===== src/rtl/fifo_sync_ctr_pkg.sv =====
// Shared sizing rules for FIFO-based blocks: depth from address width and
// the width of occupancy/threshold values (one bit wider than the address).
package fifo_sync_ctr_pkg;

    function automatic int fifo_depth(input int addr_bits);
        return 1 << addr_bits;
    endfunction

    function automatic int fifo_cnt_bits(input int addr_bits);
        return addr_bits + 1;
    endfunction

endpackage


===== src/rtl/fifo_dpram.sv =====
// DEPTH x DATA_BITS dual-port storage: synchronous write port and a
// registered read port whose output holds until the next read.
module fifo_dpram
    import fifo_sync_ctr_pkg::*;
#(
    parameter int DATA_BITS = 10,
    parameter int ADDR_BITS = 3
) (
    input  logic                 clk,
    input  logic                 reset,
    input  logic                 wr_en,
    input  logic [ADDR_BITS-1:0] wr_addr,
    input  logic [DATA_BITS-1:0] wr_data,
    input  logic                 rd_en,
    input  logic [ADDR_BITS-1:0] rd_addr,
    output logic [DATA_BITS-1:0] rd_data
);
    localparam int DEPTH = fifo_depth(ADDR_BITS);

    logic [DATA_BITS-1:0] mem [DEPTH];

    // Write port; contents are deliberately not reset.
    always_ff @(posedge clk) begin
        if (wr_en)
            mem[wr_addr] <= wr_data;
    end

    // Registered read port; output register clears on reset so the FIFO
    // presents zero data after reset.
    always_ff @(posedge clk) begin
        if (reset)
            rd_data <= '0;
        else if (rd_en)
            rd_data <= mem[rd_addr];
    end

endmodule


===== src/rtl/fifo_sync_ctr.sv =====
// Synchronous FIFO with occupancy counter, programmable almost-full /
// almost-empty thresholds, registered read data with valid strobe, and
// sticky overflow/underflow flags. Rejected requests leave state untouched.
module fifo_sync_ctr
    import fifo_sync_ctr_pkg::*;
#(
    parameter int DATA_BITS = 10,
    parameter int ADDR_BITS = 3
) (
    input  logic                 clk,
    input  logic                 reset,
    input  logic [DATA_BITS-1:0] fifo_data_in,
    input  logic                 fifo_write,
    input  logic                 fifo_read,
    input  logic [ADDR_BITS:0]   high_limit,
    input  logic [ADDR_BITS:0]   low_limit,
    input  logic                 err_clear,
    output logic [DATA_BITS-1:0] fifo_data_out,
    output logic                 fifo_data_valid,
    output logic                 fifo_full,
    output logic                 fifo_empty,
    output logic                 fifo_almost_full,
    output logic                 fifo_almost_empty,
    output logic [ADDR_BITS:0]   fifo_count,
    output logic                 overflow_err,
    output logic                 underflow_err
);
    localparam int CNT_BITS = fifo_cnt_bits(ADDR_BITS);
    localparam int DEPTH    = fifo_depth(ADDR_BITS);
    localparam logic [CNT_BITS-1:0] DEPTH_C = CNT_BITS'(DEPTH);

    logic [ADDR_BITS-1:0] wr_ptr, rd_ptr;
    logic [CNT_BITS-1:0]  count;
    logic                 rd_ok, wr_ok;

    // A read frees a slot in the same cycle, so a full FIFO can still
    // accept a write that is paired with a read.
    assign rd_ok = fifo_read & ~fifo_empty;
    assign wr_ok = fifo_write & (~fifo_full | rd_ok);

    // Status flags come from the count register only.
    always_comb begin
        fifo_count        = count;
        fifo_full         = (count == DEPTH_C);
        fifo_empty        = (count == '0);
        fifo_almost_full  = (count >= high_limit);
        fifo_almost_empty = (count <= low_limit);
    end

    // Pointers, occupancy, read strobe and sticky error flags.
    always_ff @(posedge clk) begin
        if (reset) begin
            wr_ptr          <= '0;
            rd_ptr          <= '0;
            count           <= '0;
            fifo_data_valid <= 1'b0;
            overflow_err    <= 1'b0;
            underflow_err   <= 1'b0;
        end else begin
            if (wr_ok) wr_ptr <= wr_ptr + 1'b1;
            if (rd_ok) rd_ptr <= rd_ptr + 1'b1;
            count           <= count + CNT_BITS'(wr_ok) - CNT_BITS'(rd_ok);
            fifo_data_valid <= rd_ok;
            // A fresh violation beats a simultaneous clear.
            overflow_err    <= (fifo_write & ~wr_ok) | (overflow_err & ~err_clear);
            underflow_err   <= (fifo_read & ~rd_ok)  | (underflow_err & ~err_clear);
        end
    end

    fifo_dpram #(
        .DATA_BITS (DATA_BITS),
        .ADDR_BITS (ADDR_BITS)
    ) u_ram (
        .clk     (clk),
        .reset   (reset),
        .wr_en   (wr_ok),
        .wr_addr (wr_ptr),
        .wr_data (fifo_data_in),
        .rd_en   (rd_ok),
        .rd_addr (rd_ptr),
        .rd_data (fifo_data_out)
    );

endmodule


===== config.mk =====
export PLATFORM = sky130hd
export DESIGN_NAME = fifo_sync_ctr
export DESIGN_NICKNAME = d
export VERILOG_FILES = /design/src/rtl/fifo_sync_ctr_pkg.sv /design/src/rtl/fifo_dpram.sv /design/src/rtl/fifo_sync_ctr.sv
export SDC_FILE = /design/constraint.sdc
export NUM_CORES = 1
export LEC_CHECK = 0
export ABC_AREA = 1
export BUFFER_PORTS_ARGS = -buffer_cell sky130_fd_sc_hd__buf_2
export CAP_MARGIN = 20
export CORE_MARGIN = 2
export CORE_UTILIZATION = 45
export DETAILED_ROUTE_END_ITERATION = 10
export PLACE_DENSITY = 0.65
export REMOVE_ABC_BUFFERS = 1
export SYNTH_ARGS = -nofsm -noshare
export SYNTH_HDL_FRONTEND = slang
export SYNTH_HIERARCHICAL = 1
export SYNTH_SLANG_ARGS = --single-unit

===== constraint.sdc =====
create_clock -name clk -period 1.8 [get_ports clk]
set_input_delay 0.36 -clock clk [delete_from_list [all_inputs] [get_ports clk]]
set_output_delay 0.36 -clock clk [all_outputs]
set_load 0.05 [all_outputs]

# After elaboration in Yosys (flattened, before gate mapping)
# Memory sizes are Yosys's and may differ from the RTL's. A register that Yosys moved wholly into a read port is not among the register bits.
# Cells that the tools add are included.
[word_totals] memories=1 ramBits=80 word_cells=31 register_bits=13 out_inout_bits=21
[op_classes] n_lt_le_gt_ge=2 n_eq_ne=1 mux=2 bitwise=14 reduce_logical=1 addsub=4
[mem_list] name="u_ram.mem" words=8 width=10 rd=1 rd_clocked_by_memory_dff=1 wr=1 line="fifo_dpram.sv:20" rtl="logic [DATA_BITS-1:0] mem [DEPTH];"
[ops] op="3-bit by 1-bit adder with 3-bit output (second input constant)" n=2
[ops] op="1-bit bitwise AND" n=6
[ops] op="1-bit inverter" n=5
[ops] op="4-bit by 1-bit adder with 4-bit output" n=1
[ops] op="4-bit == test (second input constant)" n=1
[ops] op="4-bit greater-or-equal comparator" n=1
[ops] op="4-bit <= comparator" n=1
[ops] op="4-bit logical NOT" n=1
[ops] op="4-bit by 1-bit subtractor with 4-bit output" n=1
[ops] op="1-bit bitwise OR" n=3
[ops] op="1-bit two-way mux" n=2

# Longest topological paths before layout
# Gate-level depths: netlist of run 1.
[depth] word_depth=8 ltp_mapped=15 ltp_nobuf=14

# By module
# The synthesis of run 1 kept the hierarchy.
[by_module_without_submodules] mod="fifo_dpram" seq_area_each_um2=2602.5 cells_per_inst=377 instances=1 area_per_inst_um2=3865.0
[by_module_without_submodules] mod="fifo_sync_ctr" seq_area_each_um2=260.2 cells_per_inst=115 instances=1 area_per_inst_um2=873.3

# Worst setup path after synthesis of run 1
# Ideal clock, no wire load.
[synth_timing] path_type="flip-flop to output port" startpoint="register count[0] (netlist: fifo_count[0])" endpoint="output port fifo_almost_empty" arrival_ps=2258 n_path_buf=0 path_stages_with_launch=5 path_slack_ps=-818 required_time_ps=1440 cell_sequence="dfxtp_1 > inv_1 > ha_1 > nand2_1 > o21ai_0"
[synth_between] elab_chain_len=1
[synth_rtl] item="start, declared" line="fifo_sync_ctr.sv:33" rtl="logic [CNT_BITS-1:0] count;"
[synth_rtl] item="start signal, assigned" line="fifo_sync_ctr.sv:62" rtl="count <= count + CNT_BITS'(wr_ok) - CNT_BITS'(rd_ok);"
[synth_rtl] item="4-bit <= comparator" line="fifo_sync_ctr.sv:47" rtl="fifo_almost_empty = (count <= low_limit);"
[synth_rtl] item="end, declared" line="fifo_sync_ctr.sv:23" rtl="output logic fifo_almost_empty,"
# Every way passes these cells.

# Final worst setup path of run 1
# Ends and elaborated chain as after synthesis.

==> results_dict.tcl, run 1 <==
set metrics [dict create \
    period_needed_ps 1930 \
    drt_wl_total_mm 9.98 \
    drc 0 \
    grt_pass1_vias 3209 \
    cp_slowest_cell "dfxtp_4" \
    worstPathRequired_ps 1440 \
    finalHoldViolCount 0 \
    synth_area_leaders "edfxtp_1 51%, dfxtp_1 9.7%, nand2_1 9.0%" \
    maxCapViolCount 0 \
    wl_per_cell_microns 14.1 \
    numClockSinks 103 \
    drtIter0Drc 141 \
    drtAntennaViolNets 0 \
    port_buffers 43 \
    synth_area_sq_um 4740 \
    skew_ps 13.3 \
    p_leak_nw 2.64 \
    yosys.area.top_type "edfxtp_1" \
    cp_cell_sequence "buf_6 -> inv_4 -> ha_1 -> inv_1 -> a21oi_2 -> o21ai_1 -> o21ai_1 -> buf_6" \
    period_share 1.07 \
    htreeDepth 3 \
    vias_per_cell 4.73 \
    critPathKind "flip-flop to output port" \
    p_per_area_nw_per_um2 1400 \
    crit_path_start_kind "flip-flop" \
    syn_inst 492 \
    slew_headroom 0.481 \
    violations "negative setup slack" \
    drive_above_1_share 0.262 \
    overflow 0 \
    grt_pass1_wl_mm 15.6 \
    cts_max_path_buffers 2 \
    setup_viol_count_final 5 \
    fmax_ghz 0.518 \
    synth_cell_types 24 \
    io_pins 44 \
    vias 3354 \
    worst_pin_slew_ps 777 \
    outcome "complete, but fails checks" \
    cpPeakStageDelay_ps 360 \
    async_flop_share 0 \
    start_util 0.461 \
    antenna_cells 0 \
    irDropWorstVdd_mv 0.777 \
    routabilityCongestion 0.751 \
    clk_pin_slew_worst_paths_ps 100 \
    die_area_sq_um 11400 \
    finalWorstSetupSlack_ps -132 \
    final_util 0.565 \
    p_total_w 0.00815 \
    place_ws_ps -178 \
    cts_tree "done" \
    hold_class "primary input to flip-flop" \
    fp.dieH_microns 107 \
    ys_warn_count 6 \
    yosysSeqAreaShare 0.604 \
    cts_buffers 9 \
    cts-root-buf "clkbuf_8" \
    critPathMaxFanout 4 \
    synth_ff_type "edfxtp_1" \
    nets 607 \
    hpwl_mm 6.23 \
    arrival_ps 1570 \
    die_x_microns 107 \
    synth-seq-cells 103 \
    mostFrequentLayoutCell "nand2_1" \
    synth_top_area_share 0.507 \
    tns_ps -384 \
    fin_cells 709 \
    syn_area_per_cell_sq_um 9.63 \
    worstSetupEndpointType "output port" \
    area_growth_pct 22.5 \
    mostFrequentLayoutCells "110 x nand2_1, 102 x inv_1, 80 x edfxtp_1" \
    slew_violations 0 \
    fp.coreArea_sq_um 10300 \
    antenna_found_initial 0 \
    grt_start_max_net_pins 43 \
    track_usage 0.182 \
    dp_cells 686 \
    clock_latency_ps 370 \
    synth_edf_count 80 \
    rows 37 \
    firstDrtPassIters 4 \
    grt_setup_unrepaired "true" \
]
-- layout make-up --
type | count | area (sq um)
clock buffer | 9 | 124
clock inverter | 7 | 76.3
fill | 895 | 4470
inverter | 111 | 422
multi-input combinational | 260 | 1530
sequential | 103 | 2870
tap | 136 | 170
timing repair buffer | 83 | 613
-- logic make-up after synthesis --
logic type / count (synthesis) / share of synthesized area
AO/OA/AOI/OAI: 39 / 0.0510
buffers and inverters: 129 / 0.114
XOR/XNOR: 1 / 0.00185
AND/OR/NAND/NOR: 204 / 0.185
flip-flops: 103 / 0.604
adder cells (fa/ha/maj): 16 / 0.0438
-- Yosys cell counts (2+ instances only) --
cell type / n
inv_2: 2
nand3_1: 65
a21oi_1: 12
ha_1: 15
nand2_1: 114
o21ai_0: 15
nor2_1: 20
edfxtp_1: 80
inv_1: 108
dfxtp_1: 23
buf_6: 6
a21oi_2: 10
nand2_2: 2
clkbuf_1: 3
buf_2: 8
-- per-layer routing --
metal	share of wire	wire (microns)	track usage	vias up
met3	0.036	360	0.0340	18
li1	-	-	-	1715
met4	0.026	264	0.0826	0
met1	0.43	4320	0.227	1554
met2	0.50	5030	0.308	67
met5	0	0	0	-
-- state kept, by name, indices dropped and copies added (netlist names) --
register	flops
wr_ptr	3
overflow_err	1
fifo_data_valid	1
underflow_err	1
fifo_count	4
u_ram/mem	80
rd_ptr	3
u_ram/rd_data	10
-- worst max-delay path, delay by kind of cell, from the launching register on --
kind,cells,cell delay (ps)
AOI/OAI and AO/OA,3,300
DFF,1,360
buffers and inverters,4,410
adders and majority gates,1,130
-- final timing paths --
| check | startpoint | slack [ps] | cells after the start | endpoint |
|---|---|---|---|---|
| min reg2reg | underflow_err | 480 | 2 | underflow_err |
| max | fifo_count[0] | -130 | 8 | fifo_almost_empty |
| max reg2reg | fifo_count[0] | -90 | 11 | fifo_count[1] |
| min | err_clear | 250 | 4 | underflow_err |
-- timing repair --
action / in CTS / in global routing
resized for setup: 53 / 25
hold buffers: 0 / 0
pin swaps: 13 / 11
cloned: 0 / 0
setup buffers: 6 / 2
setup endpoints to repair: 70 / 87
-- power breakdown --
group	internal (W)	leakage, nW	switching, W
registers	0.00285	0.918	0.000127
logic	0.00133	1.61	0.00235
clock network	0.000661	0.104	0.000827
-- metrics by stage --
stage,area (sq um),hold WS [ps]
floorplan,4610,427
global placement,5260,451
detailed placement,5260,460
CTS,5690,233
global route,5800,248
finish,5800,247
No activity file was read; power rests on OpenSTA's default activity.
==> inputs of run 2 (changes only) <==
--- a/config.mk
+++ b/config.mk
@@ -11,6 +11,7 @@
 export CORE_MARGIN = 2
 export CORE_UTILIZATION = 45
 export DETAILED_ROUTE_END_ITERATION = 10
+export MAX_ROUTING_LAYER = met4
 export PLACE_DENSITY = 0.65
 export REMOVE_ABC_BUFFERS = 1
 export SYNTH_ARGS = -nofsm -noshare
==> run 2 against run 1 <==
The run still ends with negative setup slack left. Critical path depth unchanged. Clock-buffer cell count did not move. Combinational power about the same. Register-to-register slack about the same. Via count barely moved. Core utilization is the same. Sequential cell count is the same. Cell count unchanged. Non-clock buffer count is the same. Clock skew is essentially flat. Critical endpoint unchanged. Largest power group unchanged.
==> results_dict.tcl, run 2 (synthesized netlist as in run 1, its figures left out) <==
set metrics [dict create \
    die_x_microns 107 \
    regMostFlops "u_ram/mem" \
    hold_class "primary input to flip-flop" \
    fill_cells 895 \
    rows 37 \
    fin_cells 709 \
    die_area_sq_um 11400 \
    intPower_w 0.00484 \
    p_leak_nw 2.64 \
    cts_buffers 9 \
    p_total_w 0.00816 \
    drtIter0Drc 144 \
    holdPathEnd "underflow_err" \
    combPwrFrac 0.451 \
    cts_max_path_buffers 2 \
    overflow 0 \
    p_per_area_nw_per_um2 1410 \
    clock_latency_ps 380 \
    switching_share 0.406 \
    grt_pass1_vias 3204 \
    period_needed_ps 1940 \
    r2r_slack_ps -90 \
    numClockSinks 103 \
    htreeDepth 3 \
    arrival_ps 1580 \
    pwr-share-seq 0.365 \
    irDropWorstVdd_mv 0.776 \
    cts_tree "done" \
    track_usage 0.187 \
    power_switching_w 0.00331 \
    setup_viol_count_final 5 \
    vias 3352 \
    grt_pass1_wl_mm 15.6 \
    drive_above_1_share 0.262 \
    routabilityCongestion 0.760 \
    drt_wl_total_mm 10.0 \
    clkPwrFrac 0.184 \
    nets 607 \
    critPathKind "flip-flop to output port" \
    skew_ps 13.1 \
    firstDrtPassIters 5 \
    finalWorstSetupSlack_ps -141 \
    maxCapViolCount 0 \
    area_growth_pct 22.5 \
    worstPathRequired_ps 1440 \
    crit_path_start_kind "flip-flop" \
    start_util 0.461 \
    drc 0 \
    violations "negative setup slack" \
    ctsHoldBuffers 0 \
    period_share 1.08 \
    io_pins 44 \
    critPathMaxFanout 4 \
    worstSetupEndpointType "output port" \
    cts-root-buf "clkbuf_8" \
    worst_pin_slew_ps 778 \
    antenna_found_initial 0 \
    grt_setup_unrepaired "true" \
    dpl_cell_area_sq_um 5260 \
    fp.coreArea_sq_um 10300 \
    final_util 0.565 \
    slew_headroom 0.481 \
    min-delay-start "err_clear" \
    rr_startpoint "fifo_count[0]" \
    hpwl_mm 6.23 \
    worstReg2RegEnd "fifo_count[1]" \
    vias_per_cell 4.73 \
    drtAntennaViolNets 0 \
    port_buffers 43 \
    worstRegToRegCells 11 \
    grt_start_max_net_pins 43 \
    mostFrequentLayoutCell "nand2_1" \
    fp.dieH_microns 107 \
    hold_depth 4 \
    antenna_cells 0 \
    outcome "complete, but fails checks" \
    finalHoldViolCount 0 \
    clk_pin_slew_worst_paths_ps 100 \
    mostFrequentLayoutCells "110 x nand2_1, 102 x inv_1, 80 x edfxtp_1" \
    fmax_ghz 0.515 \
    largest_reg_flops 80 \
    dp_cells 686 \
    fin_area_sq_um 5800 \
    slew_violations 0 \
    wl_per_cell_microns 14.1 \
]
run 2: worst max path at each step:
stage | startpoint | endpoint | cells after the start
global route | fifo_count[2] | fifo_almost_empty | 6
detailed placement | fifo_count[2] | fifo_count[2] | 12
finish | fifo_count[0] | fifo_almost_empty | 8
CTS | fifo_count[0] | fifo_almost_empty | 8
floorplan | fifo_count[0] | fifo_almost_empty | 4
global placement | fifo_count[2] | fifo_count[2] | 12
run 2: per-layer routing:
layer,track usage,routed length (microns),vias to the layer above
met5,-,0,-
met4,0.0826,266,0
met3,0.0328,444,20
met2,0.308,4990,78
met1,0.228,4320,1540
li1,-,-,1714
run 2: power groups by stage:
| stage | Clock, W | Combinational (W) | Sequential, W |
|---|---|---|---|
| final | 0.00150 | 0.00368 | 0.00298 |
| after global routing | 0.00160 | 0.00401 | 0.00301 |
| after CTS | 0.00152 | 0.00348 | 0.00296 |
| after detailed placement | 0 | 0.00310 | 0.00300 |
| after global placement | 0 | 0.00305 | 0.00298 |
| after floorplan | 0 | 0.00152 | 0.00360 |
run 2: layout make-up:
| class | count | area [sq um] | share of cell area |
|---|---|---|---|
| inverters | 111 | 422 | 0.0727 |
| well taps | 136 | 170 | 0.0293 |
| clock inverters | 7 | 76.3 | 0.0132 |
| clock buffers | 9 | 124 | 0.0213 |
| repair buffers | 83 | 613 | 0.106 |
| multi-input cells | 260 | 1530 | 0.263 |
| flip-flops and latches | 103 | 2870 | 0.495 |
run 2: what timing repair did:
item	4_1_cts	5_1_grt
setup buffers	6	2
gates resized for setup	53	25
pin swaps	13	11
setup endpoints to repair	70	87
run 2: metrics by stage:
stage                     setup slack (ps)  hold WS, ps  setup TNS (ps)
final                                 -141          238            -409
after global placement                -139          451            -199
after detailed placement              -178          460           -1470
after global routing                  -191          248            -851
after floorplan                       -818          427          -54890
after CTS                             -116          233            -380
run 2: critical path, stage by stage, from the launching register on:
cell	delay, ps
dfxtp_4	360
buf_6	130
inv_4	50
ha_1	130
inv_1	50
a21oi_2	130
o21ai_1	70
o21ai_1	100
buf_6	180
==> inputs of run 3 (changes only) <==
--- a/config.mk
+++ b/config.mk
@@ -11,9 +11,11 @@
 export CORE_MARGIN = 2
 export CORE_UTILIZATION = 45
 export DETAILED_ROUTE_END_ITERATION = 10
+export GPL_ROUTABILITY_DRIVEN = 0
 export MAX_ROUTING_LAYER = met4
 export PLACE_DENSITY = 0.65
 export REMOVE_ABC_BUFFERS = 1
+export SKIP_CTS_REPAIR_TIMING = 1
 export SYNTH_ARGS = -nofsm -noshare
 export SYNTH_HDL_FRONTEND = slang
 export SYNTH_HIERARCHICAL = 1
==> run 3 against run 2 <==
The run still ends with negative setup slack left. Core utilization shrank 1.2 points. Combinational power shrank 5.7%. Sequential power is essentially flat. Clock skew is essentially flat. Cell count shrank 0.85%. Clock-buffer cell count is the same.
==> results_dict.tcl, run 3 (synthesized netlist as in run 1, its figures left out) <==
set metrics [dict create \
    die_area_sq_um 11400 \
    critPathMaxFanout 6 \
    drive_above_1_share 0.250 \
    hold_class "primary input to flip-flop" \
    antenna_found_initial 0 \
    die_x_microns 107 \
    fp.coreArea_sq_um 10300 \
    fmax_ghz 0.517 \
    worstPathRequired_ps 1440 \
    irDropWorstVdd_mv 0.740 \
    drt_wl_total_mm 9.66 \
    fp.dieH_microns 107 \
    crit_buf_inv 3 \
    cts_max_path_buffers 2 \
    grt_setup_unrepaired "true" \
    grt_pass1_wl_mm 15.3 \
    vias 3317 \
    violations "negative setup slack" \
    grt_start_max_net_pins 43 \
    port_buffers 43 \
    finalWorstSetupSlack_ps -132 \
    area_growth_pct 19.9 \
    maxCapViolCount 0 \
    cts_buffers 9 \
    clock_latency_ps 370 \
    slew_headroom 0.483 \
    p_per_area_nw_per_um2 1390 \
    cpPeakStageDelay_ps 350 \
    largest_reg_flops 80 \
    worst_pin_slew_ps 775 \
    mostFrequentLayoutCell "nand2_1" \
    arrival_ps 1570 \
    finalHoldViolCount 0 \
    track_usage 0.183 \
    vias_per_cell 4.72 \
    numClockSinks 103 \
    critPathKind "flip-flop to output port" \
    clk_pin_slew_worst_paths_ps 100 \
    p_leak_nw 2.59 \
    worstSetupEndpointType "output port" \
    setup_viol_count_final 5 \
    wl_per_cell_microns 13.7 \
    nets 601 \
    outcome "complete, but fails checks" \
    period_share 1.07 \
    period_needed_ps 1930 \
    overflow 0 \
    cts_tree "done" \
    antenna_cells 0 \
    cp_cell_sequence "buf_8 -> ha_4 -> inv_2 -> nor2_1 -> o211ai_1 -> nand3_1 -> buf_6" \
    drtAntennaViolNets 0 \
    crit_path_start_kind "flip-flop" \
    rows 37 \
    io_pins 44 \
    firstDrtPassIters 5 \
    regMostFlops "u_ram/mem" \
    slew_violations 0 \
    drtIter0Drc 151 \
    mostFrequentLayoutCells "109 x nand2_1, 105 x inv_1, 80 x edfxtp_1" \
    start_util 0.461 \
    cp_top_family "flip-flops" \
    skew_ps 13.2 \
    drc 0 \
    hpwl_mm 6.23 \
    cts-root-buf "clkbuf_8" \
    cp_slowest_cell "dfxtp_2" \
    grt_pass1_vias 3146 \
    htreeDepth 3 \
    final_util 0.553 \
    place_ws_ps -178 \
]
run 3: final timing paths:
path / from / endpoint / slack (ps) / depth (start not counted)
max: fifo_count[1] / fifo_almost_full / -130 / 7
min: err_clear / underflow_err / 250 / 4
max reg2reg: fifo_count[3] / fifo_count[1] / -90 / 11
min reg2reg: underflow_err / underflow_err / 480 / 2
run 3: worst min-delay path, stage by stage:
cell	delay [ps]
buf_2	80
inv_1	40
nand2_1	50
a21oi_1	50
run 3: cell type report:
| type | count | area (sq um) |
|---|---|---|
| clock inverters | 7 | 76.3 |
| fillers | 922 | 4590 |
| inverters | 111 | 419 |
| clock buffers | 9 | 124 |
| multi-input cells | 260 | 1480 |
| well taps | 136 | 170 |
| flip-flops and latches | 103 | 2870 |
| repair buffers | 77 | 549 |
run 3: per-layer routing:
layer | track usage | vias to the layer above | routed length [microns]
met3 | 0.0353 | 15 | 408
li1 | - | 1705 | -
met5 | - | - | 0
met2 | 0.298 | 65 | 4850
met1 | 0.225 | 1532 | 4260
met4 | 0.0761 | 0 | 143
run 3: through the flow:
| stage | area, sq um | power [W] | instances | hold WS, ps | TNS (ps) |
|---|---|---|---|---|---|
| 2_1_floorplan | 4610 | 0.00512 | 474 | 427 | -54890 |
| 3_5_place_dp | 5260 | 0.00610 | 686 | 460 | -1470 |
| 6_report | 5680 | 0.00791 | 703 | 250 | -420 |
| 4_1_cts | 5460 | 0.00758 | 702 | 233 | -2560 |
| 3_3_place_gp | 5260 | 0.00603 | 686 | 451 | -199 |
| 5_1_grt | 5680 | 0.00839 | 703 | 246 | -1150 |
run 3: power breakdown:
part	total [W]	internal [W]	switching [W]
registers	0.00296	0.00285	0.000114
clock network	0.00148	0.000661	0.000820
logic	0.00347	0.00120	0.00227
total	0.00791	0.00470	0.00320
